<file path="src/rtl/mem_arb_pkg.sv">
// ----------------------------------------------------------------------------
// mem_arb_pkg
// Shared types and default widths for the unified-memory arbiter.
//   owner_e          : who owns the read/ack returning in the next cycle
//   DEF_ADDR_WIDTH   : default address width
//   DEF_DATA_WIDTH   : default data width
//   DEF_STARVE_LIMIT : default IF wait limit for the starvation guard build
// ----------------------------------------------------------------------------
package mem_arb_pkg;

    localparam int DEF_ADDR_WIDTH   = 32;
    localparam int DEF_DATA_WIDTH   = 32;
    localparam int DEF_STARVE_LIMIT = 4;

    typedef enum logic [1:0] {
        OWN_NONE = 2'd0,
        OWN_IF   = 2'd1,
        OWN_D_RD = 2'd2,
        OWN_D_WR = 2'd3
    } owner_e;

endpackage

</file>
<file path="src/rtl/mem_arbiter.sv">
// ----------------------------------------------------------------------------
// mem_arbiter
// Shares the single-port unified memory between instruction fetch (IF) and
// the LSU. At most one access is granted per cycle (LSU has priority), the
// memory request port is driven combinationally from the granted requester,
// and a one-entry owner register steers the 1-cycle-latency read data / store
// ack back to whoever was granted. A new grant may be issued in the response
// cycle, giving one access per cycle back to back.
//
// Ports
//   clk, rst_n                         clock, synchronous active-low reset
//   if_req_i, if_addr_i                IF read request (held until if_gnt_o)
//   if_gnt_o, if_rvalid_o, if_rdata_o  IF grant and read response
//   d_req_i, d_we_i, d_addr_i,
//   d_wdata_i, d_be_i                  LSU request (held until d_gnt_o)
//   d_gnt_o, d_rvalid_o, d_rdata_o     LSU grant and load data / store ack
//   mem_read_o, mem_write_o,
//   mem_addr_o, mem_wdata_o,
//   mem_byte_en_o                      memory request port
//   mem_rdata_i                        memory read data (cycle after read)
//   mem_ready_i                        memory accepts a request this cycle
//
// Build option
//   MEM_ARB_STARVE_GUARD_EN : when defined, IF is forced ahead of the LSU
//   after STARVE_LIMIT consecutive ready cycles of waiting. When undefined
//   the LSU has strict priority and IF can wait indefinitely.
// ----------------------------------------------------------------------------
module mem_arbiter
    import mem_arb_pkg::*;
#(
    parameter int ADDR_WIDTH   = DEF_ADDR_WIDTH,
    parameter int DATA_WIDTH   = DEF_DATA_WIDTH,
    parameter int STARVE_LIMIT = DEF_STARVE_LIMIT
) (
    input  logic                    clk,
    input  logic                    rst_n,

    input  logic                    if_req_i,
    input  logic [ADDR_WIDTH-1:0]   if_addr_i,
    output logic                    if_gnt_o,
    output logic                    if_rvalid_o,
    output logic [DATA_WIDTH-1:0]   if_rdata_o,

    input  logic                    d_req_i,
    input  logic                    d_we_i,
    input  logic [ADDR_WIDTH-1:0]   d_addr_i,
    input  logic [DATA_WIDTH-1:0]   d_wdata_i,
    input  logic [DATA_WIDTH/8-1:0] d_be_i,
    output logic                    d_gnt_o,
    output logic                    d_rvalid_o,
    output logic [DATA_WIDTH-1:0]   d_rdata_o,

    output logic                    mem_read_o,
    output logic                    mem_write_o,
    output logic [ADDR_WIDTH-1:0]   mem_addr_o,
    output logic [DATA_WIDTH-1:0]   mem_wdata_o,
    output logic [DATA_WIDTH/8-1:0] mem_byte_en_o,
    input  logic [DATA_WIDTH-1:0]   mem_rdata_i,
    input  logic                    mem_ready_i
);

    owner_e r_owner;
    owner_e w_ownerNext;
    logic   w_grantIf;
    logic   w_grantD;
    logic   w_ifStarved;

`ifdef MEM_ARB_STARVE_GUARD_EN
    localparam int CNT_WIDTH = $clog2(STARVE_LIMIT + 1);

    logic [CNT_WIDTH-1:0] r_starveCnt;

    assign w_ifStarved = (r_starveCnt == CNT_WIDTH'(STARVE_LIMIT));

    // Counts ready cycles in which IF waited; any IF grant or a dropped
    // IF request restarts the count, and it holds once the limit is hit.
    always_ff @(posedge clk) begin
        if (!rst_n) begin
            r_starveCnt <= '0;
        end else if (!if_req_i || if_gnt_o) begin
            r_starveCnt <= '0;
        end else if (mem_ready_i && !w_ifStarved) begin
            r_starveCnt <= r_starveCnt + 1'b1;
        end
    end
`else
    // Without the guard the limit has no effect.
    logic w_unusedStarveLimit;
    assign w_unusedStarveLimit = (STARVE_LIMIT > 0);
    assign w_ifStarved         = 1'b0;
`endif

    // Owner of the response returning next cycle. Reset drops any response
    // that was in flight.
    always_ff @(posedge clk) begin
        if (!rst_n) begin
            r_owner <= OWN_NONE;
        end else begin
            r_owner <= w_ownerNext;
        end
    end

    // Arbitration: nothing is granted while memory is busy or in reset; the
    // LSU wins a tie unless IF has been starved long enough.
    always_comb begin
        w_grantIf = 1'b0;
        w_grantD  = 1'b0;
        if (rst_n && mem_ready_i) begin
            if (if_req_i && (w_ifStarved || !d_req_i)) begin
                w_grantIf = 1'b1;
            end else if (d_req_i) begin
                w_grantD = 1'b1;
            end
        end
    end

    assign if_gnt_o = w_grantIf;
    assign d_gnt_o  = w_grantD;

    // Memory request port and next owner. Reads always use full byte
    // enables and carry zero write data.
    always_comb begin
        w_ownerNext   = OWN_NONE;
        mem_read_o    = 1'b0;
        mem_write_o   = 1'b0;
        mem_addr_o    = '0;
        mem_wdata_o   = '0;
        mem_byte_en_o = '0;
        if (w_grantIf) begin
            w_ownerNext   = OWN_IF;
            mem_read_o    = 1'b1;
            mem_addr_o    = if_addr_i;
            mem_byte_en_o = '1;
        end else if (w_grantD) begin
            mem_addr_o = d_addr_i;
            if (d_we_i) begin
                w_ownerNext   = OWN_D_WR;
                mem_write_o   = 1'b1;
                mem_wdata_o   = d_wdata_i;
                mem_byte_en_o = d_be_i;
            end else begin
                w_ownerNext   = OWN_D_RD;
                mem_read_o    = 1'b1;
                mem_byte_en_o = '1;
            end
        end
    end

    // Response routing. Gated by rst_n so every output is quiet during the
    // reset cycle; a store ack returns zero data.
    always_comb begin
        if_rvalid_o = 1'b0;
        if_rdata_o  = '0;
        d_rvalid_o  = 1'b0;
        d_rdata_o   = '0;
        if (rst_n) begin
            unique case (r_owner)
                OWN_IF: begin
                    if_rvalid_o = 1'b1;
                    if_rdata_o  = mem_rdata_i;
                end
                OWN_D_RD: begin
                    d_rvalid_o = 1'b1;
                    d_rdata_o  = mem_rdata_i;
                end
                OWN_D_WR: begin
                    d_rvalid_o = 1'b1;
                end
                default: begin
                end
            endcase
        end
    end

endmodule

</file>
<file path="config.mk">
export PLATFORM = sky130hd
export DESIGN_NAME = mem_arbiter
export DESIGN_NICKNAME = d
export VERILOG_FILES = /design/src/rtl/mem_arb_pkg.sv /design/src/rtl/mem_arbiter.sv
export SDC_FILE = /design/constraint.sdc
export NUM_CORES = 1
export LEC_CHECK = 0
export BUFFER_PORTS_ARGS = -buffer_cell sky130_fd_sc_hd__buf_2
export CAP_MARGIN = 20
export CORE_AREA = 2 2 106 108
export CTS_CLUSTER_DIAMETER = 100
export DETAILED_ROUTE_END_ITERATION = 8
export DIE_AREA = 0 0 108 110
export REMOVE_ABC_BUFFERS = 1
export SYNTH_ARGS = -nofsm -noshare
export SYNTH_HDL_FRONTEND = slang
export SYNTH_SLANG_ARGS = --single-unit
</file>
<file path="constraint.sdc">
create_clock -name clk -period 2.4 [get_ports clk]
set_clock_uncertainty 0.2 [all_clocks]
set_input_delay 0.48 -clock clk [delete_from_list [all_inputs] [get_ports clk]]
set_output_delay 0.48 -clock clk [all_outputs]
set_load 0.02 [all_outputs]
</file>
== Word level (Yosys, flattened, before mapping) ==
Cells that the tools add are included.

* Equality and inequality tests: 3
* Mux-type cells: 30
* Bitwise operators: 2
* Reductions and logical operators: 5

{| class="wikitable"
|+ Operator list
! kind !! count
|-
| 32-bit 2-to-1 mux || 9
|-
| 1-bit 2-to-1 mux || 18
|-
| 4-bit 2-to-1 mux || 3
|-
| 2-bit == test (second input constant) || 2
|-
| 3-bit OR reduction || 1
|-
| 2-bit by 1-bit == test with 1-bit output (second input constant) || 1
|-
| 1-bit logical AND || 2
|-
| 1-bit NOT || 2
|-
| 2-bit OR reduction || 1
|-
| 1-bit zero test || 1
|}

* Register bits: 2
* Bits of input ports: 138
* Output and inout bits: 138
* Word-level logic and storage cells: 42

== Logic depth before layout (Yosys ltp) ==
* Depth in word-level cells: 6
* Gate-level depth with buffers: 4
* Mapped depth without buffers: 2

== Worst setup path before layout ==
No wires, ideal clock.

* Path kind: in2out
* Start: input rst_n
* End: output if_rdata_o[21]
* Arrival: 1.278 ns
* Required time: 1.720 ns
* Path slack: 0.442 ns
* Stages: 4
* Path buffers: 2
* Cells stage by stage: buf_4 and3b_1 buf_2 and2_1

* Word-level cells in the longest chain between the ends: 1

{| class="wikitable"
|+ RTL lines
! what !! line !! text
|-
| start, declared || mem_arbiter.sv:36 || <nowiki>input logic rst_n,</nowiki>
|-
| 32-bit 2-to-1 mux || mem_arbiter.sv:156 || <nowiki>if (rst_n) begin</nowiki>
|-
| end, declared || mem_arbiter.sv:42 || <nowiki>output logic [DATA_WIDTH-1:0] if_rdata_o,</nowiki>
|}

No other way between the ends.

== Final worst setup path ==
* Start: input if_req_i
* End: output mem_addr_o[12]

* Word-level cells in the longest chain between the ends: 5
* Elaborated cells on any way between the ends: 7
* Those cells by class: mux: 6; reduce/logical: 1

{| class="wikitable"
|+ RTL lines
! what !! line !! text
|-
| start, declared || mem_arbiter.sv:38 || <nowiki>input logic if_req_i,</nowiki>
|-
| 1-bit logical AND * || mem_arbiter.sv:109 || <nowiki>if (if_req_i && (w_ifStarved || !d_req_i)) begin</nowiki>
|-
| 1-bit 2-to-1 mux || mem_arbiter.sv:109 ||
|-
| 1-bit 2-to-1 mux || mem_arbiter.sv:108 || <nowiki>if (rst_n && mem_ready_i) begin</nowiki>
|-
| 32-bit 2-to-1 mux || mem_arbiter.sv:134 || <nowiki>end else if (w_grantD) begin</nowiki>
|-
| 32-bit 2-to-1 mux * || mem_arbiter.sv:129 || <nowiki>if (w_grantIf) begin</nowiki>
|-
| end, declared || mem_arbiter.sv:55 || <nowiki>output logic [ADDR_WIDTH-1:0] mem_addr_o,</nowiki>
|}

Every way passes the cells marked *; elsewhere a longest branch is shown, timed or not.

==> results.sh <==
export IMPL_finalInstanceArea_mm2=0.00299
export IMPL_first_pass_iters=6
export IMPL_antenna_left=0
export IMPL_path_cells="buf_2 > buf_4 > nand3b_1 > a21oi_1 > buf_2"
export IMPL_die_h_um=110
export IMPL_min_to="r_owner[1]"
export IMPL_dieArea_mm2=0.0119
export IMPL_drtIter0Drc=107
export IMPL_ir_worst_vdd_v=0.000117
export IMPL_required_ns=1.72
export IMPL_design_portCount=276
export IMPL_fin_crit_sh=0.894
export IMPL_regMostFlops="r_owner"
export IMPL_dp_cells=637
export IMPL_ys_ff_latch=2
export IMPL_grt_max_degree=39
export IMPL_final_setup_viol_count=0
export IMPL_crit_family="buffers and inverters"
export IMPL_antenna_found_initial=0
export IMPL_hold_path_class="in2reg"
export IMPL_place_gp_congestion=0.727
export IMPL_clk_path_buf_depth=2
export IMPL_cpMostUsedCell="buf_2"
export IMPL_outcome="complete, no violations"
export IMPL_dp_hpwl_um=6400
export IMPL_postPlaceCellArea_mm2=0.00295
export IMPL_gr_total_overflow=0
export IMPL_largest_reg_flops=2
export IMPL_arrival_ns=1.47
export IMPL_layout_cells_non_filler=640
export IMPL_drv_slew=0
export IMPL_hold_ws_ns=0.379
export IMPL_p_leak_uw=0.00189
export IMPL_final_hold_viol_count=0
export IMPL_worstHoldPathCells=2
export IMPL_grt_pass1_wl_um=9890
export IMPL_yosysSeqAreaShare=0.0277
export IMPL_cts_htree_levels=1
export IMPL_clock_root_buffer="clkbuf_8"
export IMPL_syn_inst=237
export IMPL_rsz0062_at_grt="false"
export IMPL_slowest_delay_ns=0.27
export IMPL_top_regs="r_owner x2"
export IMPL_crit_fanout=18
export IMPL_holdBufCountCts=0
export IMPL_die_x_um=108
export IMPL_crit_slowest_cell="buf_2"
export IMPL_post_cts_buffers=0
export IMPL_finalSetupTns_ns=0
export IMPL_rows=38
export IMPL_drive_gt1_frac=0.576
export IMPL_period_minus_slack_ns=2.15
export IMPL_end_kind="output pin"
export IMPL_grtUsageTotal=0.103
export IMPL_slew_limit_headroom=0.797
export IMPL_start_util=0.135
export IMPL_pre_cts_ws_ns=0.244
export IMPL_numCtsBuffers=3
export IMPL_final_common_cell="buf_2"
export IMPL_worst_pin_slew_ns=0.304
export IMPL_ys_types=18
export IMPL_wl_per_cell_um=11.5
export IMPL_setup_slack_ns=0.253
export IMPL_numPortBuffers=275
export IMPL_area_growth_pct=106
export IMPL_wirelength_um=7380
export IMPL_drc=0
export IMPL_pwr_density_cell_mw_per_mm2=176
export IMPL_yosysWarnings=0
export IMPL_cp_start_kind="input port"
export IMPL_clk_pin_slew_worst_paths_ns=0.03
export IMPL_clock_fmax_ghz=0.466
export IMPL_diodes=0
export IMPL_cts_sinks=2
export IMPL_synth_cell_area_mm2=0.00145
export IMPL_vias=2506
export IMPL_crit_type="in2out"
export IMPL_hp_start="mem_ready_i"
export IMPL_drv_cap=0
export IMPL_fin_nets=640
export IMPL_n_fill_cell=1244
export IMPL_avgViaCountPerCell=3.92
export IMPL_tritoncts="done"
export IMPL_crit_buf_inv=3
export IMPL_final_cell_mix="275 x buf_2, 95 x and2_1, 35 x nand2_1"
export IMPL_cts_resized=0
export IMPL_core_area_mm2=0.0107
export IMPL_grt_pass1_vias=2093
export IMPL_syn_avg_cell_area_um2=6.11
metrics by stage:
step                power, µW   util
floorplan                 186      -
detailed placement        399  0.275
finish                    525  0.279
global route              573  0.279
global placement          399  0.275
CTS                       535  0.279
per-layer routing:
metal | up-vias | global-route usage | share of wire
li1 | 1293 | - | -
met1 | 1059 | 0.124 | 0.39
met2 | 152 | 0.197 | 0.50
met3 | 2 | 0.0194 | 0.11
met4 | 0 | 0.00824 | 0.0027
met5 | - | 0 | 0
cell type report:
type                       count  area (µm²)  area share
tap                          140         175      0.0587
timing repair buffer         284        1480       0.496
clock buffer                   3        41.3      0.0138
multi-input combinational    211        1250       0.418
sequential                     2        40.0      0.0134
synthesized netlist by cell type:
| cell | instances | area share |
|---|---|---|
| buf_4 | 2 | 0.010 |
| clkbuf_1 | 3 | 0.0078 |
| and4_4 | 1 | 0.0078 |
| buf_6 | 6 | 0.047 |
| o21a_1 | 4 | 0.021 |
| nor3b_1 | 2 | 0.010 |
| nand2_1 | 35 | 0.091 |
| nand2b_1 | 2 | 0.0086 |
| o211a_1 | 1 | 0.0069 |
| nor2_1 | 1 | 0.0026 |
| dfxtp_1 | 2 | 0.028 |
| and2_1 | 95 | 0.41 |
| buf_2 | 8 | 0.028 |
| nand3b_1 | 32 | 0.17 |
| a21oi_1 | 34 | 0.12 |
| clkbuf_2 | 5 | 0.017 |
| and3_1 | 2 | 0.0086 |
| and3b_1 | 2 | 0.012 |
how the worst max path moves through the flow:
| stage | startpoint | end | slack [ns] | cells past startpoint |
|---|---|---|---|---|
| final | if_req_i | mem_addr_o[12] | 0.25 | 5 |
| after global routing | if_req_i | mem_addr_o[12] | 0.13 | 5 |
| after CTS | if_req_i | mem_addr_o[23] | 0.23 | 5 |
| after detailed placement | if_req_i | mem_addr_o[23] | 0.24 | 5 |
| after global placement | if_req_i | mem_addr_o[2] | 0.27 | 5 |
| after floorplan | rst_n | mem_addr_o[0] | 0.29 | 2 |
power breakdown:
group	switching, µW	internal [µW]	total [µW]
combinational	191	169	360
sequential	1.65	35.0	36.6
clock	22.5	106	128
total	215	310	525
cell families after synthesis:
| logic type | after synthesis | share of synthesized area |
|---|---|---|
| and+or+nand+nor | 172 | 0.717 |
| DFF | 2 | 0.0277 |
| AOI/OAI and AO/OA | 39 | 0.145 |
| buffers and inverters | 24 | 0.110 |
No activity file was read; power rests on OpenSTA's default activity.
